## src/rtl/p2s_tx_pkg.sv

```systemverilog
// Shared definitions for the parallel-to-serial transmitter and its receivers/benches.
package p2s_tx_pkg;

  localparam int P2S_WIDTH = 16;
  localparam int P2S_LEN_W = 4;

  typedef enum logic [1:0] {
    ST_IDLE  = 2'd0,
    ST_SHIFT = 2'd1,
    ST_GAP   = 2'd2
  } p2s_state_t;

endpackage

```

## src/rtl/p2s_tx.sv

```systemverilog
// Parallel-to-serial frame transmitter: MSB-first, variable length, one-cycle gap with done pulse.
module p2s_tx
  import p2s_tx_pkg::*;
#(
  parameter int WIDTH = P2S_WIDTH,
  parameter int LEN_W = P2S_LEN_W
) (
  input  logic             clk,
  input  logic             reset,
  input  logic             start,
  input  logic [WIDTH-1:0] data_in,
  input  logic [LEN_W-1:0] len,
  output logic             data_out,
  output logic             enable,
  output logic             ready,
  output logic             busy,
  output logic             done
);

  localparam int CNT_W = $clog2(WIDTH + 1);

  p2s_state_t       state, state_nxt;
  logic [WIDTH-1:0] shreg, shreg_nxt;
  logic [CNT_W-1:0] cnt, cnt_nxt;

  function automatic logic [CNT_W-1:0] frame_len(input logic [LEN_W-1:0] l);
    return (l == '0) ? CNT_W'(WIDTH) : CNT_W'(l);
  endfunction

  // Left-justify the len-bit field so the serial bit is always the register MSB;
  // anything above bit L-1 falls off the top and is never sent.
  function automatic logic [WIDTH-1:0] align_msb(input logic [WIDTH-1:0] d,
                                                 input logic [CNT_W-1:0] l);
    return d << (CNT_W'(WIDTH) - l);
  endfunction

  always_ff @(posedge clk or posedge reset) begin
    if (reset) state <= ST_IDLE;
    else       state <= state_nxt;
  end

  always_comb begin
    state_nxt = state;
    shreg_nxt = shreg;
    cnt_nxt   = cnt;
    case (state)
      ST_IDLE: begin
        if (start) begin
          state_nxt = ST_SHIFT;
          cnt_nxt   = frame_len(len);
          shreg_nxt = align_msb(data_in, frame_len(len));
        end
      end
      ST_SHIFT: begin
        shreg_nxt = {shreg[WIDTH-2:0], 1'b0};
        cnt_nxt   = cnt - CNT_W'(1);
        if (cnt <= CNT_W'(1)) state_nxt = ST_GAP;
      end
      ST_GAP:  state_nxt = ST_IDLE;
      default: state_nxt = ST_IDLE;
    endcase
  end

  // Outputs are registered from the next state so they line up with the shifted data.
  always_ff @(posedge clk or posedge reset) begin
    if (reset) begin
      shreg  <= '0;
      cnt    <= '0;
      enable <= 1'b0;
      done   <= 1'b0;
      ready  <= 1'b1;
      busy   <= 1'b0;
    end else begin
      shreg  <= shreg_nxt;
      cnt    <= cnt_nxt;
      enable <= (state_nxt == ST_SHIFT);
      done   <= (state_nxt == ST_GAP);
      ready  <= (state_nxt == ST_IDLE);
      busy   <= (state_nxt != ST_IDLE);
    end
  end

  // After L shifts the justified register is all zeros, so the line idles low in GAP/IDLE.
  assign data_out = shreg[WIDTH-1];

endmodule

```

## config.mk

```make
export PLATFORM = sky130hd
export DESIGN_NAME = p2s_tx
export DESIGN_NICKNAME = d
export VERILOG_FILES = /design/src/rtl/p2s_tx_pkg.sv /design/src/rtl/p2s_tx.sv
export SDC_FILE = /design/constraint.sdc
export NUM_CORES = 1
export LEC_CHECK = 0
export CAP_MARGIN = 20
export CORE_MARGIN = 1.5
export CORE_UTILIZATION = 40
export CTS_CLUSTER_DIAMETER = 100
export CTS_CLUSTER_SIZE = 10
export DETAILED_ROUTE_END_ITERATION = 8
export PLACE_DENSITY_LB_ADDON = 0.1
export REMOVE_ABC_BUFFERS = 1
export SYNTH_ARGS = -nofsm -noshare
export SYNTH_HDL_FRONTEND = slang
export SYNTH_SLANG_ARGS = --single-unit
export TNS_END_PERCENT = 30
```

## constraint.sdc

```tcl
create_clock -name clk -period 3.75 [get_ports clk]
set_clock_uncertainty 0.1 [all_clocks]
set_input_delay 0.5625 -clock clk [delete_from_list [all_inputs] [get_ports clk]]
set_output_delay 0.5625 -clock clk [all_outputs]
set_load 0.02 [all_outputs]
```

-- After elaboration in Yosys (flattened, before gate mapping)
Cells that the tools add are included.
- flip-flop bits (word level): 27
- word-level logic and storage cells: 29
- input port bits: 23
- output and inout bits: 5
- $lt $le $gt $ge: 1
- equality and inequality tests: 4
- shift operators: 1
- muxes and demuxes: 8
- add/subtract/negate cells: 2
- reduce and logical (&&, ||, !) cells: 6
- operators by type and width (kind ; number):
    16-bit one-hot mux with 2 select lines ; 1
    16-bit 2-to-1 mux ; 1
    16-bit by 5-bit left shift with 16-bit output ; 1
    5-bit 2-to-1 mux ; 2
    5-bit one-hot mux with 2 select lines ; 1
    5-bit by 1-bit <= comparator with 1-bit output, second input constant ; 1
    5-bit by 1-bit subtractor with 5-bit output, second input constant ; 1
    5-bit subtractor, first input constant ; 1
    2-bit by 1-bit == test with 1-bit output, second input constant ; 2
    2-bit zero test ; 2
    4-bit zero test ; 1
    2-bit 2-to-1 mux ; 2
    2-bit one-hot mux with 2 select lines ; 1
    2-bit nonzero test ; 2
    2-bit == test, second input constant ; 1
    2-bit != test, second input constant ; 1
    2-bit AND reduction ; 1

-- Logic depth before layout (Yosys ltp)
Gate-level depths: netlist (run 1).
- depth in word-level cells: 6
- gate-level depth with buffers: 10
- mapped depth without buffers: 7

-- Worst setup path before layout (run 1)
No wires, ideal clock.
- path type: input-to-reg
- start: input port len[0]
- end: register shreg[10]
- required time: 3.511 ns
- slack: 0.942 ns
- arrival: 2.570 ns
- setup time: 0.139 ns
- path buffers: 2
- stages: 8
- cell sequence: buf_6 inv_1 ha_1 clkbuf_2 xnor2_1 mux4_1 a222oi_1 nand3_1
- cells in the longest elaborated chain, start to end: 6
- ends and longest elaborated chain (what ; line ; source):
    start: declaration ; p2s_tx.sv:12 ; input logic [LEN_W-1:0] len,
    4-bit zero test ; p2s_tx.sv:27 ; return (l == '0) ? CNT_W'(WIDTH) : CNT_W'(l);
    5-bit 2-to-1 mux * ; p2s_tx.sv:27 ;
    5-bit subtractor * ; p2s_tx.sv:34 ; return d << (CNT_W'(WIDTH) - l);
    16-bit by 5-bit left shift with 16-bit output * ; p2s_tx.sv:34 ;
    16-bit 2-to-1 mux * ; p2s_tx.sv:48 ; if (start) begin
    16-bit one-hot mux with 2 select lines * ; p2s_tx.sv:46 ; case (state)
    end signal: assignment ; p2s_tx.sv:74 ; shreg <= shreg_nxt;
    end: declaration ; p2s_tx.sv:23 ; logic [WIDTH-1:0] shreg, shreg_nxt;
Every way passes the cells marked *; elsewhere a longest branch is shown, timed or not. The select of a mux whose other input is x is not followed.
A chain may end at the register's enable or synchronous reset.

-- Worst setup path in the final report (run 1)
- start: input port len[0]
- end: register shreg[13]
Same word-level chain as after synthesis.

==> results.md, run 1 <==
- Static leakage: 0.9974 nW
- First-pass GRT wire length: slightly above 9000 microns
- Area Growth Syn to Fin: 18.96%
- Largest net degree at the start of global routing: 28
- Hold worst-path end: shreg[0]
- Yosys Warn Count: 0
- Vias in the first global route: 1809
- Hold depth: 2
- Post-DR vias/cell: 6.275
- Crit end category: flop
- Seq/Total Area, Yosys: 32.87%
- Setup CP Type: input pin to flop
- Worst r2r src: state[0]
- Final Util: between 50% and 60%
- Synth Register Bits: 27
- Placeable core area: roughly 4800 sq um
- Type of the most critical hold path: flop to flop
- Initial antenna violation count: 0
- Row cnt: 25
- Total Routing Usage GR: a little over a fifth
- Post-CTS resize count: 0
- Total global routing overflow: 0
- GP Congestion: ~0.92
- CTS tree: done
- Worst r2r path cells: 5
- Cell Pwr Density: roughly 470 nW/um^2
- Max_slew headroom: a little under a third
- Share of synthesized registers carrying an async set or reset: 100.0%
- Final wirelength: 5602 microns
- CTS Buf Count: 3
- Number of library cell types mapped by synthesis: 55
- Bufs on Longest Clock Path: 2
- Setup Buffers After CTS: 0
- Die X: approximately 75 microns
- IO Port Bufs: 27
- Pins over their slew limit: 0
- Final Net Count: 266
- Synth Flop Type: dfrtp_1
- Via count: between 1500 and 2000
- Register area: a little under 700 sq um
- Synthesized area: slightly above 2000 sq um
- Worst-margin pin slew: between 1 and 1.5 ns
- Final Critical Period: between 3 and 4 ns
- Register-to-register setup slack: around 1.3 ns
- Area of the die: 5588 sq um
- Startpoint types: input pin
- DR WL/cell: between 15 and 20 microns
- Final setup viols: 0
- Share of post-route cells with drive strength above 1: approximately 14%
- Multi-input combinational cell area: approximately 1200 sq um
- Die height: 74.76 microns
- Final TNS setup: 0 ns
- Antenna Cells: 0
- Final worst path period share: approximately four fifths
- Critical path arrival: between 3 and 4 ns
- Outcome: complete, no violations
- Hold path startpoint: shreg[0]
- Number of enable flip-flop cells after synthesis: 0
- CTS root buffer: clkbuf_8
- VDD IR max: between 0.15 and 0.2 mV
- Worst-Skew Late Latency: roughly 0.28 ns
- Maximum clock frequency: about 330 MHz
- Clk sinks: 27
- Worst r2r dst: shreg[14]
- 1st-iter DRT viols: 194
- Worst endpoint required time: about 3.8 ns
- Antenna viol nets, final: 0
- Num ports: 28
- Synth Instances: 210
- DRC errors left: 0
- HPWL Detailed: roughly 4300 microns
- # hold bufs at CTS: 0
- Initial Utilization: 42.48%
- Clk pin slew, worst setup/hold paths: roughly 0.090 ns
- Final Hold Fails: 0
- Clock H-tree levels: 1
- RSZ-0062 raised after global routing: no
- Synthesized area per cell: between 9 and 10 sq um
- Number of fill cells in the layout: about 460
- CP Max Fanout: 9
- DR pass1 iterations: 8
- Max Cap Viol: 0
-- area by class of cell --
cell class	count	area share (%)
timing repair buffer	37	14.40
sequential	27	27.63
inverter	11	1.685
tap	67	3.422
multi-input combinational	159	51.02
clock buffer	4	1.839
-- placed cells by master, fill, tap and decap left out, types with 2 or more instances in the layout --
master           count
and2b_2              2
a211oi_1             4
a221o_1              2
nand2_1              6
dfrtp_1             26
clkdlybuf4s50_1     27
nor2b_1              2
nand4_1              2
buf_4                9
xnor2_1              2
mux2_2               2
o21ai_1              2
o31ai_1              4
nor2_1              11
and2_1               4
and2_2               2
a222oi_1             4
nor4_1               3
mux4_1               2
or3_1                4
o21ba_2              2
ha_1                 4
mux4_2               4
a21oi_1              6
a22oi_1             12
nand3_1             10
a31oi_1              2
nand2b_1             3
o22ai_1              2
mux2i_1             14
o41ai_1              2
o211ai_1             4
nor3_1               3
clkbuf_8             3
o21ai_0             14
inv_1               10
and4bb_2             4
-- layer usage --
metal | wire length [microns] | global-route usage, % | up-vias
met2 | 2512 | 34.82 | 103
li1 | - | - | 872
met5 | 0 | 0 | -
met1 | 2528 | 30.10 | 922
met4 | 156 | 7.475 | 0
met3 | 405 | 2.945 | 17
-- cell usage after synthesis (2+ instances only) --
cell type	count	area (sq um)
a222oi_1	4	40.04
nor4_1	3	18.77
o21ai_0	14	70.07
and4bb_2	4	50.05
and2_1	4	25.02
mux2_2	2	22.52
nand4_1	2	12.51
and2_2	2	15.01
buf_6	5	56.30
a21oi_1	6	30.03
clkbuf_1	4	15.01
a31oi_1	2	12.51
and2b_2	2	17.52
xnor2_1	2	17.52
ha_1	4	50.05
nor2b_1	2	12.51
or3_1	4	25.02
o31ai_1	4	30.03
mux2i_1	14	140.1
o22ai_1	2	12.51
dfrtp_1	26	650.6
o21ba_2	2	20.02
buf_2	2	10.01
nor3_1	3	15.01
a22oi_1	12	90.09
a221o_1	2	20.02
o41ai_1	2	17.52
o211ai_1	4	30.03
nand3_1	10	50.05
mux4_1	2	52.55
a211oi_1	4	30.03
nor2_1	11	41.29
nand2_1	6	22.52
mux4_2	4	90.09
nand2b_1	3	18.77
clkbuf_2	2	10.01
o21ai_1	2	10.01
inv_1	10	37.54
-- where the power goes --
part	total, W	internal (W)	switching (W)	leakage, nW
combinational	0.000517	0.000240	0.000277	0.635
clock	0.000168	0.0000763	0.0000919	0.0228
sequential	0.000464	0.000386	0.0000787	0.339
total	0.00115	0.000702	0.000448	0.997
-- logic make-up after synthesis --
logic type	after synthesis	synth area share [%]
fa+ha+maj	4	2.430
flops	27	32.87
simple gates	61	18.10
xor+xnor	3	1.276
compound gates	69	24.06
buf+inv	24	6.440
mux	22	14.82
-- worst max path at each step --
stage                     startpoint         to  slack, ns  depth (start not counted)
final                         len[0]  shreg[13]       0.68                          9
after global routing          len[0]  shreg[10]       0.53                          8
after CTS                     len[0]  shreg[13]       0.74                          9
after detailed placement      len[0]  shreg[11]       0.45                          8
after global placement        len[0]  shreg[13]       0.55                          9
after floorplan               len[0]  shreg[10]       0.61                          6
-- worst max-delay path: stages --
cell	delay, ns
clkdlybuf4s50_1	0.42
inv_1	0.16
ha_1	0.34
or3b_1	0.55
a211oi_1	0.33
buf_4	0.20
nor3_1	0.06
a221oi_1	0.36
a31oi_1	0.14
-- registers in the layout, summed over array words and instances (netlist names) --
signal and cells:
state 2, enable 1, ready 1, shreg 16, busy 1, cnt 5, done 1
-- metrics by stage --
stage	setup WS, ns	hold slack [ns]	total power (W)	cell area (sq um)	instances
final	0.6772	0.3927	0.001149	2450	305
after global routing	0.5340	0.4140	0.001227	2450	305
after CTS	0.7408	0.3921	0.001144	2435	304
after detailed placement	0.4529	0.3661	0.0009772	2390	300
after global placement	0.5534	0.3711	0.0009647	2390	300
after floorplan	0.6131	0.3436	0.0007814	1968	197
No activity file was read; power rests on OpenSTA's default activity.
==> inputs of run 2 (changes only) <==
- clock period: 3.75 -> 3.21 ns (I/O delays scaled with it)
==> run 2 against run 1 <==
- via count down 2.0%
- sequential cell count is the same
- largest power group unchanged
- sequential share of layout area down 0.75 points
- critical path depth down 1
- worst hold slack got worse by 0.11 ns
==> results.md, run 2 (synthesis results as in run 1) <==
- Num ports: 28 (unchanged)
- Total Routing Usage GR: 21.36% (-0.28 points)
- Max Cap Viol: 0 (unchanged)
- # hold bufs at CTS: 0 (unchanged)
- Type of the most critical hold path: input pin to async pin
- VDD IR max: 0.3499 mV (+81%)
- Bufs on Longest Clock Path: 2 (unchanged)
- Area of the die: 5588 sq um (unchanged)
- CTS root buffer: clkbuf_8
- CP Max Fanout: 10 (+1)
- PnR worst setup slack: 0.3428 ns (-0.3344 ns)
- Top reg by flops: shreg
- Vias in the first global route: 1873 (+3.5%)
- Largest net degree at the start of global routing: 28 (unchanged)
- Placeable core area: 4848 sq um (unchanged)
- 1st-iter DRT viols: 199 (+2.6%)
- Die X: 74.76 microns (unchanged)
- Worst-Skew Late Latency: 0.28 ns (about the same)
- Critical path arrival: 2.91 ns (-0.22 ns)
- Commonest cells after routing, fill and taps aside: 27 x clkdlybuf4s50_1, 26 x dfrtp_1, 16 x buf_4, 14 x mux2i_1, 14 x o21ai_0
- Clk pin slew, worst setup/hold paths: 0.10 ns (about the same)
- Final Net Count: 273 (+2.6%)
- Worst endpoint required time: 3.26 ns (-0.54 ns)
- Post-DR vias/cell: 6.010 (-4.2%)
- Post-route insts no fill: 312 (+2.3%)
- Setup CP Type: input pin to flop
- Outcome: complete, no violations
- Worst-margin pin slew: 0.9618 ns (-0.06567 ns)
- Most common cell after layout, fill and taps aside: clkdlybuf4s50_1
- RSZ-0062 raised after global routing: no
- Post-CTS resize count: 0 (unchanged)
- Max reg flops: 16 (unchanged)
- DR pass1 iterations: 6 (-2)
- Clock H-tree levels: 1 (unchanged)
- Crit end category: flop
- Antenna Cells: 0 (unchanged)
- DR WL/cell: 17.79 microns (-3.1%)
- Final Critical Period: roughly 2.9 ns
- First-pass GRT wire length: 9121 microns (+0.30%)
- Clk sinks: 27 (unchanged)
- CTS tree: done
- Share of post-route cells with drive strength above 1: 17.14% (+2.9 points)
- Initial antenna violation count: 0 (unchanged)
- Setup Buffers After CTS: 0 (unchanged)
- Via count: 1875 (-2.0%)
- Final Hold Fails: 0 (unchanged)
- Cell Pwr Density: 539.6 nW/um^2 (+15%)
- Initial Utilization: 42.48% (unchanged)
- Number of cells after detailed placement: 307 (+2.3%)
- HPWL Detailed: 4403 microns (+1.3%)
- Antenna viol nets, final: 0 (unchanged)
- Area Growth Syn to Fin: 22.30%
- Static leakage: 1.035 nW (+3.8%)
- Startpoint types: input pin
- Die height: 74.76 microns (unchanged)
- IO Port Bufs: 27 (unchanged)
- CTS Buf Count: 3 (unchanged)
- Final setup viols: 0 (unchanged)
- Setup slack at placement: 0.04118 ns (-0.4117 ns)
- Pins over their slew limit: 0 (unchanged)
- GP Congestion: 0.9212 (+0.13%)
- Final wirelength: 5552 microns (-0.89%)
- Final hold slack: 0.2867 ns (-0.1060 ns)
- Biggest regs: shreg x16, cnt x5, state x2
- Total global routing overflow: 0 (unchanged)
- DRC errors left: 0 (unchanged)
- Max_slew headroom: 35.29% (+4.4 points)
- Final TNS setup: 0 ns (unchanged)
- Final worst path period share: 89.32%
- Row cnt: 25 (unchanged)
- Final Util: 51.95% (+1.4 points)
- Maximum clock frequency: ~350 MHz
## run 2: cell types whose count changed in the layout (fill, tap and decap cells not counted), sizes merged
| cell | previous run | this run |
|---|---|---|
| clkinvlp | 0 | 1 |
| buf | 10 | 17 |
| clkbuf | 4 | 3 |
## run 2: final timing paths
path,cells after the start,slack (ns),to,start
setup / recovery,8,0.34,shreg[10],len[1]
hold / removal,2,0.29,busy,reset
setup reg to reg,5,0.97,shreg[14],state[0]
hold reg to reg,2,0.40,shreg[0],shreg[0]
max in group asynchronous,3,2.34,shreg[9],reset
min in group clk,2,0.40,shreg[0],shreg[0]
## run 2: worst max-delay path: stages
cell and delay [ns]:
clkdlybuf4s50_1 0.53, inv_1 0.10, ha_1 0.26, xnor2_1 0.20, buf_4 0.24, mux4_1 0.64, a222oi_1 0.35, nand3_1 0.10
## run 2: power by group
part	switching, W	total, W	internal (W)
clock	0.000113	0.000201	0.0000883
combinational	0.000323	0.000617	0.000295
sequential	0.0000902	0.000541	0.000450
## run 2: layer usage
metal | global-route usage (%) | wire (microns) | vias up
met5 | 0 | 0 | -
met4 | 9.091 | 129 | 0
met3 | 1.740 | 296 | 13
met2 | 32.74 | 2460 | 76
met1 | 31.11 | 2665 | 897
li1 | - | - | 889
## run 2: per-stage QoR
step,cell area [sq um],power (W)
3_3_place_gp,2442,0.001145
3_5_place_dp,2442,0.001158
2_1_floorplan,1968,0.0009128
4_1_cts,2491,0.001354
5_1_grt,2519,0.001462
6_report,2519,0.001359
## run 2: cell type report
type	instances	area, sq um
clock buffers	3	41.29
clock inverters	1	7.507
fillers	473	2330
inverters	11	41.29
multi-input cells	159	1250
flip-flops and latches	27	676.9
well taps	67	83.83
repair buffers	44	417.9
==> inputs of run 3 (changes only) <==
- CAP_MARGIN: 20 -> default
- SETUP_SLACK_MARGIN: default -> 0.5
==> run 3 against run 2 <==
- worst hold slack gained 0.11 ns
- routed wire length grew 2.6%
- via count grew 3.8%
- global-route usage grew 0.17 points
- critical path depth is the same
- critical path type unchanged
- critical endpoint is now shreg[8]
- highest routed layer unchanged
==> results.md, run 3 (synthesis results as in run 1) <==
- Vias in the first global route: 1890 (+0.91%)
- GP Congestion: 0.9212 (unchanged)
- Top reg by flops: shreg
- CP Depth: 8 (unchanged)
- Outcome: complete, no violations
- Biggest regs: shreg x16, cnt x5, state x2
- Total Routing Usage GR: 21.53% (+0.17 points)
- Area of the die: 5588 sq um (unchanged)
- Final worst path period share: 81.80% (-7.5 points)
- CTS Buf Count: 3 (unchanged)
- Row cnt: 25 (unchanged)
- Multi-input combinational cell area: 1303 sq um (+4.2%)
- Worst-Skew Late Latency: 0.28 ns (about the same)
- Clk sinks: 27 (unchanged)
- Setup crit end: shreg[8]
- Final setup viols: 0 (unchanged)
- Worst-margin pin slew: 1.013 ns (+0.05139 ns)
- Crit-path slowest cell: mux4_2
- Final wirelength: 5695 microns (+2.6%)
- DR pass1 iterations: 5 (-1)
- Worst r2r dst: shreg[8]
- Bufs on Longest Clock Path: 2 (unchanged)
- Crit end category: flop
- HPWL Detailed: 4403 microns (unchanged)
- Largest net degree at the start of global routing: 28 (unchanged)
- CP Cell Sequence: clkdlybuf4s50_1, inv_2, ha_2, xnor2_2, buf_6, buf_4, mux4_2, a221o_1
- Max Cap Viol: 0 (unchanged)
- Initial Utilization: 42.48% (unchanged)
- Critical path arrival: 2.68 ns (-0.23 ns)
- Final Util: 53.83% (+1.9 points)
- Total global routing overflow: 0 (unchanged)
- Number of fill cells in the layout: 462 (-2.3%)
- Pins over their slew limit: 0 (unchanged)
- Static leakage: 1.063 nW (+2.7%)
- Antenna viol nets, final: 0 (unchanged)
- DRC errors left: 0 (unchanged)
- CTS root buffer: clkbuf_8
- CP delay by family, top: buffers and inverters
- Antenna Cells: 0 (unchanged)
- Max_slew headroom: 32.38% (-2.9 points)
- Die height: 74.76 microns (unchanged)
- Startpoint types: input pin
- Post-DR vias/cell: 6.084 (+1.2%)
- VDD IR max: 0.3495 mV (-0.12%)
- Max reg flops: 16 (unchanged)
- Crit path from: len[0]
- Worst r2r src: state[0]
- Worst Path Buf+Inv: 4 (+1)
- Share of post-route cells with drive strength above 1: 25.30% (+8.2 points)
- Register area: 676.9 sq um (unchanged)
- Via count: 1947 (+3.8%)
- RSZ-0062 raised after global routing: no
- Commonest cells after routing, fill and taps aside: 26 x dfrtp_1, 26 x clkdlybuf4s50_1, 23 x buf_4, 14 x o21ai_0, 12 x a22oi_1
- Final Hold Fails: 0 (unchanged)
- Register-to-register setup slack: 1.21 ns (+0.24 ns)
- Worst r2r path cells: 6 (+1)
- Final Critical Period: 2.626 ns (-0.2412 ns)
- Initial antenna violation count: 0 (unchanged)
- Clk pin slew, worst setup/hold paths: 0.10 ns (about the same)
- IO Port Bufs: 27 (unchanged)
- Num ports: 28 (unchanged)
- 1st-iter DRT viols: 181 (-9.0%)
- Final TNS setup: 0 ns (unchanged)
- Type of the most critical hold path: flop to flop
- CP Max Fanout: 6 (-4)
- First-pass GRT wire length: 9177 microns (+0.61%)
- DR WL/cell: 17.80 microns (about the same)
- Die X: 74.76 microns (unchanged)
- Maximum clock frequency: 380.8 MHz (+9.2%)
- Placeable core area: 4848 sq um (unchanged)
- Clock H-tree levels: 1 (unchanged)
- Worst endpoint required time: 3.26 ns (about the same)
- Slowest cell delay on critical path: 0.54 ns (-0.10 ns)
- Area Growth Syn to Fin: 26.73%
- Setup CP Type: input pin to flop
- CTS tree: done
- Cell Pwr Density: 529.0 nW/um^2 (-2.0%)
- Final Net Count: 281 (+2.9%)
## run 3: how the worst min path moves through the flow
stage | startpoint | end | cells after the start
after floorplan | shreg[0] | shreg[0] | 2
after global routing | shreg[0] | shreg[0] | 2
final | shreg[0] | shreg[0] | 2
after CTS | shreg[0] | shreg[0] | 2
after global placement | shreg[0] | shreg[0] | 2
after detailed placement | shreg[0] | shreg[0] | 2
## run 3: power by group
group	switching (W)	internal (W)	leakage (nW)
Clock	0.000112	0.0000882	0.0217
Sequential	0.0000919	0.000450	0.339
Combinational	0.000331	0.000308	0.702
## run 3: area by class of cell
type / count / area share [%]
clock buffer: 3 / 1.582
timing repair buffer: 51 / 17.50
multi-input combinational: 160 / 49.90
inverter: 11 / 1.582
clock inverter: 1 / 0.2876
sequential: 27 / 25.93
tap: 67 / 3.212
## run 3: worst min-delay path, cell delays in order, from the launching register on
cell     delay, ns
dfrtp_1       0.36
nand2_1       0.06
o41ai_1       0.06
## run 3: metal layers
| metal | vias to the layer above | global-route usage (%) | part of all wire, % |
|---|---|---|---|
| met4 | 0 | 9.091 | 2.7 |
| met1 | 932 | 31.28 | 47 |
| met2 | 92 | 33.13 | 45 |
| met3 | 13 | 1.740 | 5.5 |
| li1 | 910 | - | - |
| met5 | - | 0 | 0 |
## run 3: stage by stage
stage               area (sq um)  std cells  setup slack (ns)  hold slack (ns)  total power [W]
CTS                         2526        316            0.4891           0.4007         0.001365
global route                2610        320            0.4821           0.4443         0.001482
global placement            2442        307           0.08709           0.3897         0.001145
finish                      2610        320            0.5841           0.3997         0.001381
detailed placement          2442        307           0.04118           0.3698         0.001158
floorplan                   1968        197            0.1541           0.3436        0.0009128
## run 3: what timing repair did
action	4_1_cts	5_1_grt
setup endpoints to repair	8	13
gates cloned	0	1
resized for setup	4	13
buffers inserted	5	3
pin swaps	1	3
hold buffers	0	0
